[config.mk]
export PLATFORM = sky130hd
export DESIGN_NAME = mbyte_add_seq
export DESIGN_NICKNAME = d
export VERILOG_FILES = /design/src/rtl/mbyte_add_seq_pkg.sv /design/src/rtl/mbyte_add_seq_csa_8.sv /design/src/rtl/mbyte_add_seq.sv
export SDC_FILE = /design/constraint.sdc
export NUM_CORES = 1
export LEC_CHECK = 0
export BUFFER_PORTS_ARGS = -buffer_cell sky130_fd_sc_hd__buf_2
export CORE_MARGIN = 2
export CORE_UTILIZATION = 30
export CTS_BUF_LIST = sky130_fd_sc_hd__clkbuf_4 sky130_fd_sc_hd__clkbuf_8
export DETAILED_ROUTE_END_ITERATION = 10
export GPL_TIMING_DRIVEN = 0
export SLEW_MARGIN = 20
export SYNTH_ARGS = -nofsm -noshare
export SYNTH_HDL_FRONTEND = slang
export SYNTH_SLANG_ARGS = --single-unit
[constraint.sdc]
create_clock -name CLK -period 4.11 [get_ports CLK]
set_input_delay 0.822 -clock CLK [delete_from_list [all_inputs] [get_ports CLK]]
set_output_delay 0.822 -clock CLK [all_outputs]
set_load 0.02 [all_outputs]
[src/rtl/mbyte_add_seq_pkg.sv]
// Shared definitions for the byte-serial multi-byte adder: FSM state encodings,
// the byte width and a ceiling-log2 helper used to size the byte index.
package mbyte_add_seq_pkg;

    localparam int BYTE_W = 8;

    typedef enum logic [1:0] {
        ST_IDLE = 2'd0,
        ST_RUN  = 2'd1,
        ST_FIN  = 2'd2
    } state_t;

    function automatic int clog2(input int n);
        int r;
        r = 0;
        while ((1 << r) < n) begin
            r = r + 1;
        end
        return r;
    endfunction

endpackage

[src/rtl/mbyte_add_seq_csa_8.sv]
// csa_8: 8-bit carry-select adder. The low nibble ripples, and the high nibble is
// precomputed for both carry values and selected by the low nibble's carry-out.
module csa_8
    import mbyte_add_seq_pkg::*;
(
    input  logic [BYTE_W-1:0] a,
    input  logic [BYTE_W-1:0] b,
    input  logic              cin,
    output logic [BYTE_W-1:0] sum,
    output logic              cout
);

    localparam int NIB = BYTE_W / 2;

    logic [NIB:0] lo_sum;
    logic [NIB:0] hi_sum0;
    logic [NIB:0] hi_sum1;

    assign lo_sum  = {1'b0, a[NIB-1:0]} + {1'b0, b[NIB-1:0]} + {{NIB{1'b0}}, cin};
    assign hi_sum0 = {1'b0, a[BYTE_W-1:NIB]} + {1'b0, b[BYTE_W-1:NIB]};
    assign hi_sum1 = {1'b0, a[BYTE_W-1:NIB]} + {1'b0, b[BYTE_W-1:NIB]} + {{NIB{1'b0}}, 1'b1};

    assign sum  = {(lo_sum[NIB] ? hi_sum1[NIB-1:0] : hi_sum0[NIB-1:0]), lo_sum[NIB-1:0]};
    assign cout = lo_sum[NIB] ? hi_sum1[NIB] : hi_sum0[NIB];

endmodule

[src/rtl/mbyte_add_seq.sv]
// Byte-serial NBYTES-wide adder: captures operands on START, adds one byte per
// clock through csa_8, LSB first. Define MBYTE_ADD_OVF_EN to add the OVF output.
module mbyte_add_seq
    import mbyte_add_seq_pkg::*;
#(
    parameter int NBYTES = 4
)
(
    input  logic                     CLK,
    input  logic                     RST_N,
    input  logic                     START,
    input  logic [BYTE_W*NBYTES-1:0] A,
    input  logic [BYTE_W*NBYTES-1:0] B,
    input  logic                     CIN,
    output logic                     BUSY,
    output logic                     DONE,
    output logic [BYTE_W*NBYTES-1:0] SUM,
    output logic                     COUT
`ifdef MBYTE_ADD_OVF_EN
   ,output logic                     OVF
`endif
);

    localparam int W     = BYTE_W * NBYTES;
    localparam int IDX_W = clog2(NBYTES);
    localparam logic [IDX_W-1:0] LAST_IDX = IDX_W'(NBYTES - 1);

    state_t             state;
    state_t             next_state;
    logic [IDX_W-1:0]   idx;
    logic               carry;
    logic [W-1:0]       a_reg;
    logic [W-1:0]       b_reg;
    logic [BYTE_W-1:0]  a_byte;
    logic [BYTE_W-1:0]  b_byte;
    logic [BYTE_W-1:0]  byte_sum;
    logic               byte_cout;

    always_ff @(posedge CLK or negedge RST_N) begin
        if (!RST_N) begin
            state <= ST_IDLE;
        end else begin
            state <= next_state;
        end
    end

    // START is only honoured in IDLE, so requests during RUN or FIN are dropped.
    always_comb begin
        next_state = state;
        BUSY       = 1'b0;
        DONE       = 1'b0;
        case (state)
            ST_IDLE: begin
                if (START) begin
                    next_state = ST_RUN;
                end
            end
            ST_RUN: begin
                BUSY = 1'b1;
                if (idx == LAST_IDX) begin
                    next_state = ST_FIN;
                end
            end
            ST_FIN: begin
                DONE       = 1'b1;
                next_state = ST_IDLE;
            end
            default: begin
                next_state = ST_IDLE;
            end
        endcase
    end

    always_comb begin
        a_byte = '0;
        b_byte = '0;
        for (int i = 0; i < NBYTES; i++) begin
            if (idx == IDX_W'(i)) begin
                a_byte = a_reg[i*BYTE_W +: BYTE_W];
                b_byte = b_reg[i*BYTE_W +: BYTE_W];
            end
        end
    end

    csa_8 u_csa_8 (
        .a    (a_byte),
        .b    (b_byte),
        .cin  (carry),
        .sum  (byte_sum),
        .cout (byte_cout)
    );

    // SUM/COUT are deliberately left alone on START so the last result stays visible.
    always_ff @(posedge CLK or negedge RST_N) begin
        if (!RST_N) begin
            idx   <= '0;
            carry <= 1'b0;
            a_reg <= '0;
            b_reg <= '0;
            SUM   <= '0;
            COUT  <= 1'b0;
        end else begin
            case (state)
                ST_IDLE: begin
                    if (START) begin
                        a_reg <= A;
                        b_reg <= B;
                        carry <= CIN;
                        idx   <= '0;
                    end
                end
                ST_RUN: begin
                    for (int i = 0; i < NBYTES; i++) begin
                        if (idx == IDX_W'(i)) begin
                            SUM[i*BYTE_W +: BYTE_W] <= byte_sum;
                        end
                    end
                    carry <= byte_cout;
                    if (idx == LAST_IDX) begin
                        COUT <= byte_cout;
                    end else begin
                        idx <= idx + 1'b1;
                    end
                end
                default: begin
                end
            endcase
        end
    end

`ifdef MBYTE_ADD_OVF_EN
    // Carry into the top bit is recovered from the top byte's operand and sum MSBs.
    always_ff @(posedge CLK or negedge RST_N) begin
        if (!RST_N) begin
            OVF <= 1'b0;
        end else if (state == ST_RUN && idx == LAST_IDX) begin
            OVF <= (a_byte[BYTE_W-1] ^ b_byte[BYTE_W-1] ^ byte_sum[BYTE_W-1]) ^ byte_cout;
        end
    end
`endif

endmodule
==> summary.txt, run 1 <==
Placement
  • DP HPWL: 9670 um
  • Global placement routability congestion: 0.824
  • I/O Buffers: 102
  • Post-DP Area: 5660 um2

Floorplan
  • Die ar.: 17,200 um2
  • Die Wd: 131 um
  • I/O pin count: 103
  • Row cnt: 46
  • Initial Utilization: 30.6%
  • Core area: 15,800 um2
  • Die span in y: 131 um

Clocking
  • TritonCTS clock tree: yes
  • Root buffer cell: clkbuf_8
  • CTS Sinks: 102
  • Reg clk slew, reported paths: 100 ps
  • Cts hold-fix bufs: 0
  • CTS H-tree lvls: 3
  • Clk_lat worst skew: 370 ps
  • Total CTS buffers: 9
  • Maximum clock path buffer count: 2

Synth
  • Area of the mapped netlist: 4850 um2
  • Yosys warnings: 0
  • Ys async rst share: 100%
  • Syn Nets: 505
  • Seq/Total Area, Yosys: 52.7%
  • Yosys cell types: 45
  • Main flop type after synthesis: dfrtp_1
  • #FFs+latches synth: 102
  • Synth Instances: 422
  • Number of flops mapped to enable cells by yosys: 0
  • Syn Area/Cell: 11.5 um2

Critical path
  • Critical Path Fanout Max: 10
  • Max stage delay on crit path: 470 ps
  • Crit path required time: 4340 ps
  • Startpoint types: flop
  • CP max-delay cell: fa_1
  • Critical Path, Cell by Cell: inv_1 -> ha_1 -> clkbuf_1 -> clkbuf_1 -> a21oi_1 -> a21oi_1 -> o21ai_1 -> fa_1 -> fa_1 -> nand3_1 -> nand2_1 -> xnor2_1 -> o21ai_0
  • Reg2Reg Depth: 13
  • CP Buf/Inv Count: 3
  • Crit path max-delay family: adder cells
  • Endpoint class of the critical path: flop
  • Worst EP arrival: 4010 ps
  • CP Class: reg2reg
  • Crit. path cell count: 13

Timing
  • Tcrit/Tclk final: 92.1%
  • Final Hold Fails: 0
  • Slew headroom: 61.8%
  • Final Max Tran Viols: 0
  • RSZ-0062 raised after global routing: false
  • Worst-margin pin slew: 572 ps
  • Skew final: 16.4 ps
  • Fmax achieved: 264 MHz
  • Endpoints failing setup: 0
  • Final TNS setup: 0 ps
  • Minimum clock period: 3790 ps

GRT
  • Vias in the first global route: 3,692
  • GRT overflow: 0
  • Pin count of the biggest net entering global routing: 55
  • Initial antenna violation count: 0
  • Gr usage total: 14.9%
  • First-pass GRT wire length: 19,400 um

Route
  • Antenna viol nets, final: 0
  • Post-Route WL: 12,100 um
  • WL/cell: 16.1 um
  • Initial DRC Count: 177
  • Post-DR vias/cell: 4.73
  • DRC: 0
  • Vias: 3,577
  • Drt pass-1 iters: 7

Finish
  • Most frequent cells in the layout: buf_2, dfrtp_1, mux2_1, nand2_1, a21oi_1
  • Final instance area: 5840 um2
  • # diodes: 0
  • Net count reported at finish: 619
  • Most common cell after layout, fill and taps aside: buf_2
  • Fillers: 1,607
  • P&R area growth vs syn: 20.4%
  • Share of cells above drive strength 1: 27.4%

Power
  • Comb pwr share: 57.8%
  • Clock network power share: 10.3%
  • P_sw: 0.00262 W
  • Sequential share of power: 31.9%
  • Sw frac: 46.1%
  • VDD IR-drop max: 0.000401 V
  • Pwr dens: 973 nW/um2
  • Leakage: 2.65 nW
  • Internal power: 0.00306 W

Run
  • Max Cap Viol: 0

Outcome
  • Run status: complete, no violations

Hold path
  • Worst hold path type: in2async
-- cell families (layout without fill, tap and decap cells) --
| kind of cell | after synthesis | in the layout | synth area share [%] |
|---|---|---|---|
| AO/OA/AOI/OAI | 92 | 92 | 10.8 |
| XOR/XNOR | 5 | 5 | 1.06 |
| multiplexers | 74 | 74 | 17.3 |
| buffers and inverters | 31 | 149 | 3.28 |
| AND/OR/NAND/NOR | 103 | 103 | 10.5 |
| flip-flops | 102 | 102 | 52.7 |
| adder cells (fa/ha/maj) | 15 | 15 | 4.34 |
-- stage by stage --
step / cells / hold slack, ps / util [%] / setup slack (ps) / total power, W
floorplan: 422 / 458 / - / 1120 / 0.00409
finish: 756 / 360 / 36.9 / 325 / 0.00568
global route: 756 / 388 / 36.9 / 10.8 / 0.00617
global placement: 740 / 455 / 35.5 / 370 / 0.00500
CTS: 756 / 364 / 36.9 / 196 / 0.00573
detailed placement: 741 / 465 / 35.8 / 227 / 0.00514
-- synth_stat cells (3+ instances only) --
cell      count  area, um2
nand3b_1     15        113
a31oi_1       4       25.0
and2_1        3       18.8
a21oi_1      37        185
o21ai_1      20        100
inv_1         6       22.5
nand2_1      53        199
o21ai_0      14       70.1
mux2_2        7       78.8
fa_1          3       60.1
mux2_1       64        721
ha_1         12        150
nand2b_1      3       18.8
a21o_1        4       30.0
buf_4         6       45.0
nor2_1        9       33.8
buf_2         4       20.0
nor2b_1       4       25.0
dfrtp_1     102       2550
clkbuf_1     12       45.0
nand3_1       6       30.0
-- final timing paths --
path	startpoint	slack, ps	end
setup / recovery	idx[0]	320	SUM[4]
hold / removal	RST_N	360	b_reg[11]
setup reg to reg	idx[0]	320	SUM[4]
hold reg to reg	SUM[26]	480	SUM[26]
max in group asynchronous	RST_N	3110	SUM[31]
min in group CLK	SUM[26]	480	SUM[26]
-- metal layers --
metal	GRT usage, %	routed length [um]	vias to the layer above
met2	24.5	5700	105
met1	20.0	5630	1758
met3	3.33	651	10
met4	3.94	147	0
met5	0	0	-
li1	-	-	1704
-- layout make-up --
cell class | instances | area (um2) | area share (%)
flip-flops and latches | 102 | 2550 | 43.7
clock inverters | 4 | 30.0 | 0.514
repair buffers | 103 | 544 | 9.32
plain buffers | 24 | 134 | 2.29
well taps | 216 | 270 | 4.63
multi-input cells | 289 | 2130 | 36.6
clock buffers | 11 | 145 | 2.49
inverters | 7 | 26.3 | 0.450
-- timing repair --
item,in CTS,in global routing
resized for setup,0,2
hold endpoints to repair,0,0
setup buffers,0,0
setup endpoints to repair,0,8
-- power groups by stage --
stage	clock network (W)	registers, W	logic [W]
6_report	0.000586	0.00181	0.00328
5_1_grt	0.000642	0.00187	0.00365
4_1_cts	0.000607	0.00181	0.00331
3_5_place_dp	0	0.00184	0.00330
3_3_place_gp	0	0.00181	0.00320
2_1_floorplan	0	0.00193	0.00216
Power figures use the tool's default switching activity.
==> inputs of run 2 (changes only) <==
Settings changed: RECOVER_POWER set to 25, REMOVE_ABC_BUFFERS set to 1.
==> run 2 against run 1 <==
Compared with the run above: the run now ends with max-capacitance violations, max-slew violations left; via count is 4.8% lower; count of clock-buffer cells in the layout is 2 lower; non-clock buffer count is 16 lower.
==> summary.txt, run 2 (synthesis gave the netlist of run 1 again) <==
Clocking
  • Clk_lat worst skew: 380 ps (about the same)
  • Reg clk slew, reported paths: 110 ps (about the same)
  • Maximum clock path buffer count: 2 (unchanged)
  • CTS Sinks: 102 (unchanged)
  • Post-CTS Setup Inserts: 0 (unchanged)
  • Total CTS buffers: 9 (unchanged)
  • TritonCTS clock tree: yes
  • CTS H-tree lvls: 3 (unchanged)
  • Root buffer cell: clkbuf_8
  • Post_cts resized: 0 (unchanged)
  • Cts hold-fix bufs: 0 (unchanged)

Hold path
  • Worst hold path type: reg2reg
  • Hold_sp: SUM[27]

Timing
  • Slew headroom: -88.1% (-150 points)
  • RSZ-0062 raised after global routing: false
  • Final Hold Fails: 0 (unchanged)
  • Minimum clock period: 3660 ps (-124 ps)
  • Tcrit/Tclk final: 89.1% (-3.0 points)
  • Final Max Tran Viols: 51 (+51)
  • Worst-margin pin slew: 2820 ps (+2250 ps)
  • Skew final: 13.7 ps (-2.63 ps)
  • Endpoints failing setup: 0 (unchanged)
  • Fmax achieved: 273 MHz (+3.4%)
  • Final TNS setup: 0 ps (unchanged)

GRT
  • Met1 GRT Util: 17.6% (-2.4 points)
  • Gr usage total: 13.4% (-1.5 points)
  • Initial antenna violation count: 0 (unchanged)
  • Met3 usage: 3.45% (+0.12 points)
  • GR met2 Demand/Resource: 21.9% (-2.5 points)
  • First-pass GRT wire length: 17,500 um (-9.8%)
  • Pin count of the biggest net entering global routing: 53 (-3.6%)
  • Global route hottest layer: met2
  • Vias in the first global route: 3,398 (-8.0%)
  • GRT overflow: 0 (unchanged)

Power
  • Clock network power share: 11.8% (+1.5 points)
  • P_sw: 0.00252 W (-3.7%)
  • Sequential share of power: 32.1% (+0.2 points)
  • Sw frac: 45.1% (-0.98 points)
  • VDD IR-drop max: 0.000309 V (-23%)
  • Leakage: 2.62 nW (-1.1%)
  • Internal power: 0.00307 W (+0.18%)
  • Comb pwr share: 56.1% (-1.7 points)
  • Pwr dens: 961 nW/um2 (-1.2%)

Route
  • Post-DR vias/cell: 4.60 (-2.8%)
  • Antenna viol nets, final: 0 (unchanged)
  • Drt pass-1 iters: 4 (-3)
  • Vias: 3,407 (-4.8%)
  • Post-Route WL: 11,100 um (-8.8%)
  • WL/cell: 14.9 um (-7.0%)
  • DRC: 0 (unchanged)
  • Initial DRC Count: 110 (-38%)

Placement
  • DP HPWL: 8330 um (-14%)
  • Placed insts: 725 (-2.2%)
  • I/O Buffers: 102 (unchanged)
  • Global placement routability congestion: 0.772 (-6.2%)

Finish
  • # diodes: 0 (unchanged)
  • Net count reported at finish: 603 (-2.6%)
  • Most frequent cells in the layout: dfrtp_1, buf_2, mux2_1, nand2_1, a21oi_1
  • Post-Layout Cell Count: 741 (-2.0%)
  • P&R area growth vs syn: 19.9%
  • Share of cells above drive strength 1: 27.8% (+0.40 points)
  • Most common cell after layout, fill and taps aside: dfrtp_1
  • Core Util, Final: 36.7% (-0.16 points)
  • Fillers: 1,611 (+0.25%)

Critical path
  • Max stage delay on crit path: 750 ps (+280 ps)
  • Startpoint types: flop
  • CP Launch Point: idx[0]
  • Reg-to-Reg Start: idx[0]
  • Critical Path Fanout Max: 17 (+7)
  • Crit path required time: 4350 ps (about the same)
  • Endpoint class of the critical path: flop
  • Worst EP arrival: 3900 ps (-110 ps)
  • CP max-delay cell: ha_1
  • Critical Path, Cell by Cell: inv_1 -> ha_1 -> nand3b_1 -> a21oi_1 -> a21oi_1 -> o21ai_0 -> ha_1 -> fa_1 -> ha_1 -> inv_1 -> a21oi_1 -> xor2_1 -> o21ai_1
  • CP Class: reg2reg

Floorplan
  • Initial Utilization: 30.6% (unchanged)
  • Core area: 15,800 um2 (unchanged)
  • Die span in y: 131 um (unchanged)
  • I/O pin count: 103 (unchanged)
  • Row cnt: 46 (unchanged)
  • Die Wd: 131 um (unchanged)
  • Die ar.: 17,200 um2 (unchanged)

Outcome
  • Run status: complete, but fails checks
  • Failing checks: max-capacitance violations, max-slew violations

Run
  • Max Cap Viol: 1 (+1)
==> run 2: final timing paths <==
check                           end  cells past startpoint  slack (ps)
setup / recovery            SUM[30]                     13         450
hold / removal              SUM[27]                      2         490
setup reg to reg            SUM[30]                     13         450
hold reg to reg             SUM[27]                      2         490
max in group asynchronous  a_reg[5]                      1        1170
min in group asynchronous  a_reg[0]                      1        1340
==> run 2: per-layer routing <==
metal / vias to the layer above / wire length, um
met5: - / 0
met4: 0 / 118
met3: 10 / 584
met2: 81 / 5300
met1: 1637 / 5060
li1: 1679 / -
==> run 2: power by group through the flow <==
| stage | Combinational (W) | Clock, W | Sequential (W) |
|---|---|---|---|
| floorplan | 0.00208 | 0 | 0.00193 |
| global placement | 0.00306 | 0 | 0.00178 |
| detailed placement | 0.00316 | 0 | 0.00182 |
| CTS | 0.00317 | 0.000689 | 0.00180 |
| global route | 0.00350 | 0.000732 | 0.00186 |
| finish | 0.00314 | 0.000657 | 0.00179 |
==> run 2: critical path: cells and delay by family (launching register included) <==
family                   cells  cell delay (ps)
AO/OA/AOI/OAI                5              670
flip-flops                   1              430
XOR/XNOR                     1              360
buffers and inverters        2              200
AND/OR/NAND/NOR              1              130
adder cells (fa/ha/maj)      4             1730
==> run 2: metrics by stage <==
step	power (W)	instance area (um2)	setup WS [ps]	hold WS (ps)
3_3_place_gp	0.00484	5490	-4590	458
4_1_cts	0.00566	5820	384	372
5_1_grt	0.00609	5810	151	511
6_report	0.00559	5810	449	489
2_1_floorplan	0.00401	4710	-2320	458
3_5_place_dp	0.00498	5610	386	470
==> run 2: final cells by class <==
class | count | area [um2] | share of cell area, %
clock buffer | 9 | 124 | 2.13
clock inverter | 7 | 82.6 | 1.42
inverter | 7 | 26.3 | 0.452
multi-input combinational | 289 | 2140 | 36.9
sequential | 102 | 2550 | 43.9
tap | 216 | 270 | 4.65
timing repair buffer | 111 | 612 | 10.5
==> inputs of run 3 (changes only) <==
Settings changed: RECOVER_POWER 25 to not set.
==> run 3 against run 2 <==
Compared with the run above: the run now ends clean; combinational power barely moved; fmax about the same; global-route usage stayed put; cell area grew 0.13%; via count did not move; count of clock-buffer cells in the layout did not move; first-iteration DRC count decreased by 3.6%; cell count unchanged; clock power barely moved; routed wire length is essentially flat; critical path type unchanged.
==> summary.txt, run 3 (synthesis gave the netlist of run 1 again) <==
Floorplan
  • Die Wd: 131 um (unchanged)
  • Die span in y: 131 um (unchanged)
  • Core area: 15,800 um2 (unchanged)
  • Initial Utilization: 30.6% (unchanged)
  • I/O pin count: 103 (unchanged)
  • Row cnt: 46 (unchanged)
  • Die ar.: 17,200 um2 (unchanged)

Clocking
  • Root buffer cell: clkbuf_8
  • Reg clk slew, reported paths: 100 ps (about the same)
  • CTS H-tree lvls: 3 (unchanged)
  • Post-CTS Setup Inserts: 0 (unchanged)
  • Maximum clock path buffer count: 2 (unchanged)
  • Total CTS buffers: 9 (unchanged)
  • Clk_lat worst skew: 380 ps (about the same)
  • Post_cts resized: 0 (unchanged)
  • CTS Sinks: 102 (unchanged)
  • TritonCTS clock tree: yes
  • Cts hold-fix bufs: 0 (unchanged)

Run
  • Max Cap Viol: 0 (-1)

Route
  • Vias: 3,407 (unchanged)
  • Post-DR vias/cell: 4.60 (unchanged)
  • WL/cell: 14.9 um (about the same)
  • DRC: 0 (unchanged)
  • Initial DRC Count: 106 (-3.6%)
  • Post-Route WL: 11,100 um (about the same)
  • Drt pass-1 iters: 4 (unchanged)
  • Antenna viol nets, final: 0 (unchanged)

Power
  • Pwr dens: 960 nW/um2 (-0.12%)
  • Sw frac: 45.1% (about the same)
  • Overall power: 0.00559 W (about the same)
  • Sequential share of power: 32.1% (about the same)
  • Comb pwr share: 56.1% (about the same)
  • VDD IR-drop max: 0.000309 V (about the same)
  • P_sw: 0.00252 W (about the same)
  • Clock network power share: 11.8% (about the same)
  • Internal power: 0.00307 W (about the same)
  • Leakage: 2.63 nW (+0.19%)

Critical path
  • Crit path required time: 4350 ps (about the same)
  • Critical Path Fanout Max: 17 (unchanged)
  • Startpoint types: flop
  • Reg2Reg Depth: 13 (unchanged)
  • CP max-delay cell: ha_1
  • Crit path max-delay family: adder cells
  • Endpoint class of the critical path: flop
  • Reg-to-reg endpoint: SUM[30]
  • Reg-to-Reg Start: idx[0]
  • CP Buf/Inv Count: 2 (unchanged)
  • Critical Path, Cell by Cell: inv_1 -> ha_1 -> nand3b_1 -> a21oi_1 -> a21oi_1 -> o21ai_0 -> ha_1 -> fa_1 -> ha_1 -> inv_1 -> a21oi_1 -> xor2_1 -> o21ai_1
  • CP Class: reg2reg
  • Worst EP arrival: 3900 ps (about the same)
  • Reg2reg setup slack: 450 ps (about the same)
  • Max stage delay on crit path: 750 ps (about the same)
  • Crit. path cell count: 13 (unchanged)

Timing
  • Endpoints failing setup: 0 (unchanged)
  • RSZ-0062 raised after global routing: false
  • Final Max Tran Viols: 0 (-100%)
  • Slew headroom: 40.5% (+130 points)
  • Tcrit/Tclk final: 89.1% (about the same)
  • Fmax achieved: 273 MHz (about the same)
  • Final Hold Fails: 0 (unchanged)
  • Minimum clock period: 3660 ps (-0.00800 ps)
  • Worst-margin pin slew: 893 ps (-1930 ps)
  • Skew final: 13.7 ps (unchanged)

Placement
  • Global placement routability congestion: 0.772 (unchanged)
  • Placed insts: 725 (unchanged)
  • I/O Buffers: 102 (unchanged)
  • DP HPWL: 8330 um (unchanged)

Finish
  • Post-Layout Cell Count: 741 (unchanged)
  • Most common cell after layout, fill and taps aside: dfrtp_1
  • Share of cells above drive strength 1: 28.0% (+0.19 points)
  • Most frequent cells in the layout: dfrtp_1, buf_2, mux2_1, nand2_1, a21oi_1
  • P&R area growth vs syn: 20.1%
  • # diodes: 0 (unchanged)
  • Net count reported at finish: 603 (unchanged)

GRT
  • Pin count of the biggest net entering global routing: 53 (unchanged)
  • First-pass GRT wire length: 17,500 um (unchanged)
  • Gr usage total: 13.4% (unchanged)
  • Initial antenna violation count: 0 (unchanged)
  • Vias in the first global route: 3,398 (unchanged)
  • GRT overflow: 0 (unchanged)

Hold path
  • Worst hold path type: in2async

Outcome
  • Run status: complete, no violations
-- run 3: cell count changes in the layout (fill, tap and decap cells not counted), sizes merged --
cell / previous run / this run
buf: 110 / 111
clkbuf: 10 / 9
-- run 3: worst register-to-register path: cells and delay by family (launching register included) --
family / cells / cell delay (ps)
DFF: 1 / 430
xor gates and xnor gates: 1 / 360
adders and majority gates: 4 / 1730
buffers and inverters: 2 / 200
AOI/OAI and AO/OA: 5 / 680
and+or+nand+nor: 1 / 140
-- run 3: worst max path at each step --
stage,start,endpoint
2_1_floorplan,START,a_reg[1]
3_3_place_gp,START,a_reg[4]
3_5_place_dp,idx[0],SUM[30]
4_1_cts,idx[1],SUM[30]
5_1_grt,idx[1],SUM[30]
6_report,idx[0],SUM[30]
-- run 3: stage by stage --
step	setup TNS, ps	utilization [%]	worst slack [ps]	area (um2)	hold slack (ps)
floorplan	-134850	-	-2320	4710	458
global placement	-275480	34.7	-4590	5490	458
detailed placement	0	35.5	386	5610	470
CTS	0	36.8	384	5820	372
global route	0	36.8	151	5820	384
finish	0	36.8	449	5820	381
-- run 3: layout make-up --
class                   instances  area [um2]
fillers                      1611       10000
multi-input cells             289        2140
inverters                       7        26.3
well taps                     216         270
clock buffers                   9         124
repair buffers                111         619
clock inverters                 7        82.6
flip-flops and latches        102        2550
-- run 3: power groups by stage --
stage	clock network, W	registers (W)	logic [W]
3_3_place_gp	0	0.00178	0.00306
5_1_grt	0.000732	0.00186	0.00350
3_5_place_dp	0	0.00182	0.00316
2_1_floorplan	0	0.00193	0.00208
6_report	0.000657	0.00179	0.00314
4_1_cts	0.000689	0.00180	0.00317
-- run 3: routing by layer --
metal	GRT usage [%]	vias to the layer above	wire (um)
li1	-	1679	-
met1	17.6	1637	5070
met2	21.9	81	5300
met3	3.45	10	584
met4	3.75	0	118
met5	0	-	0
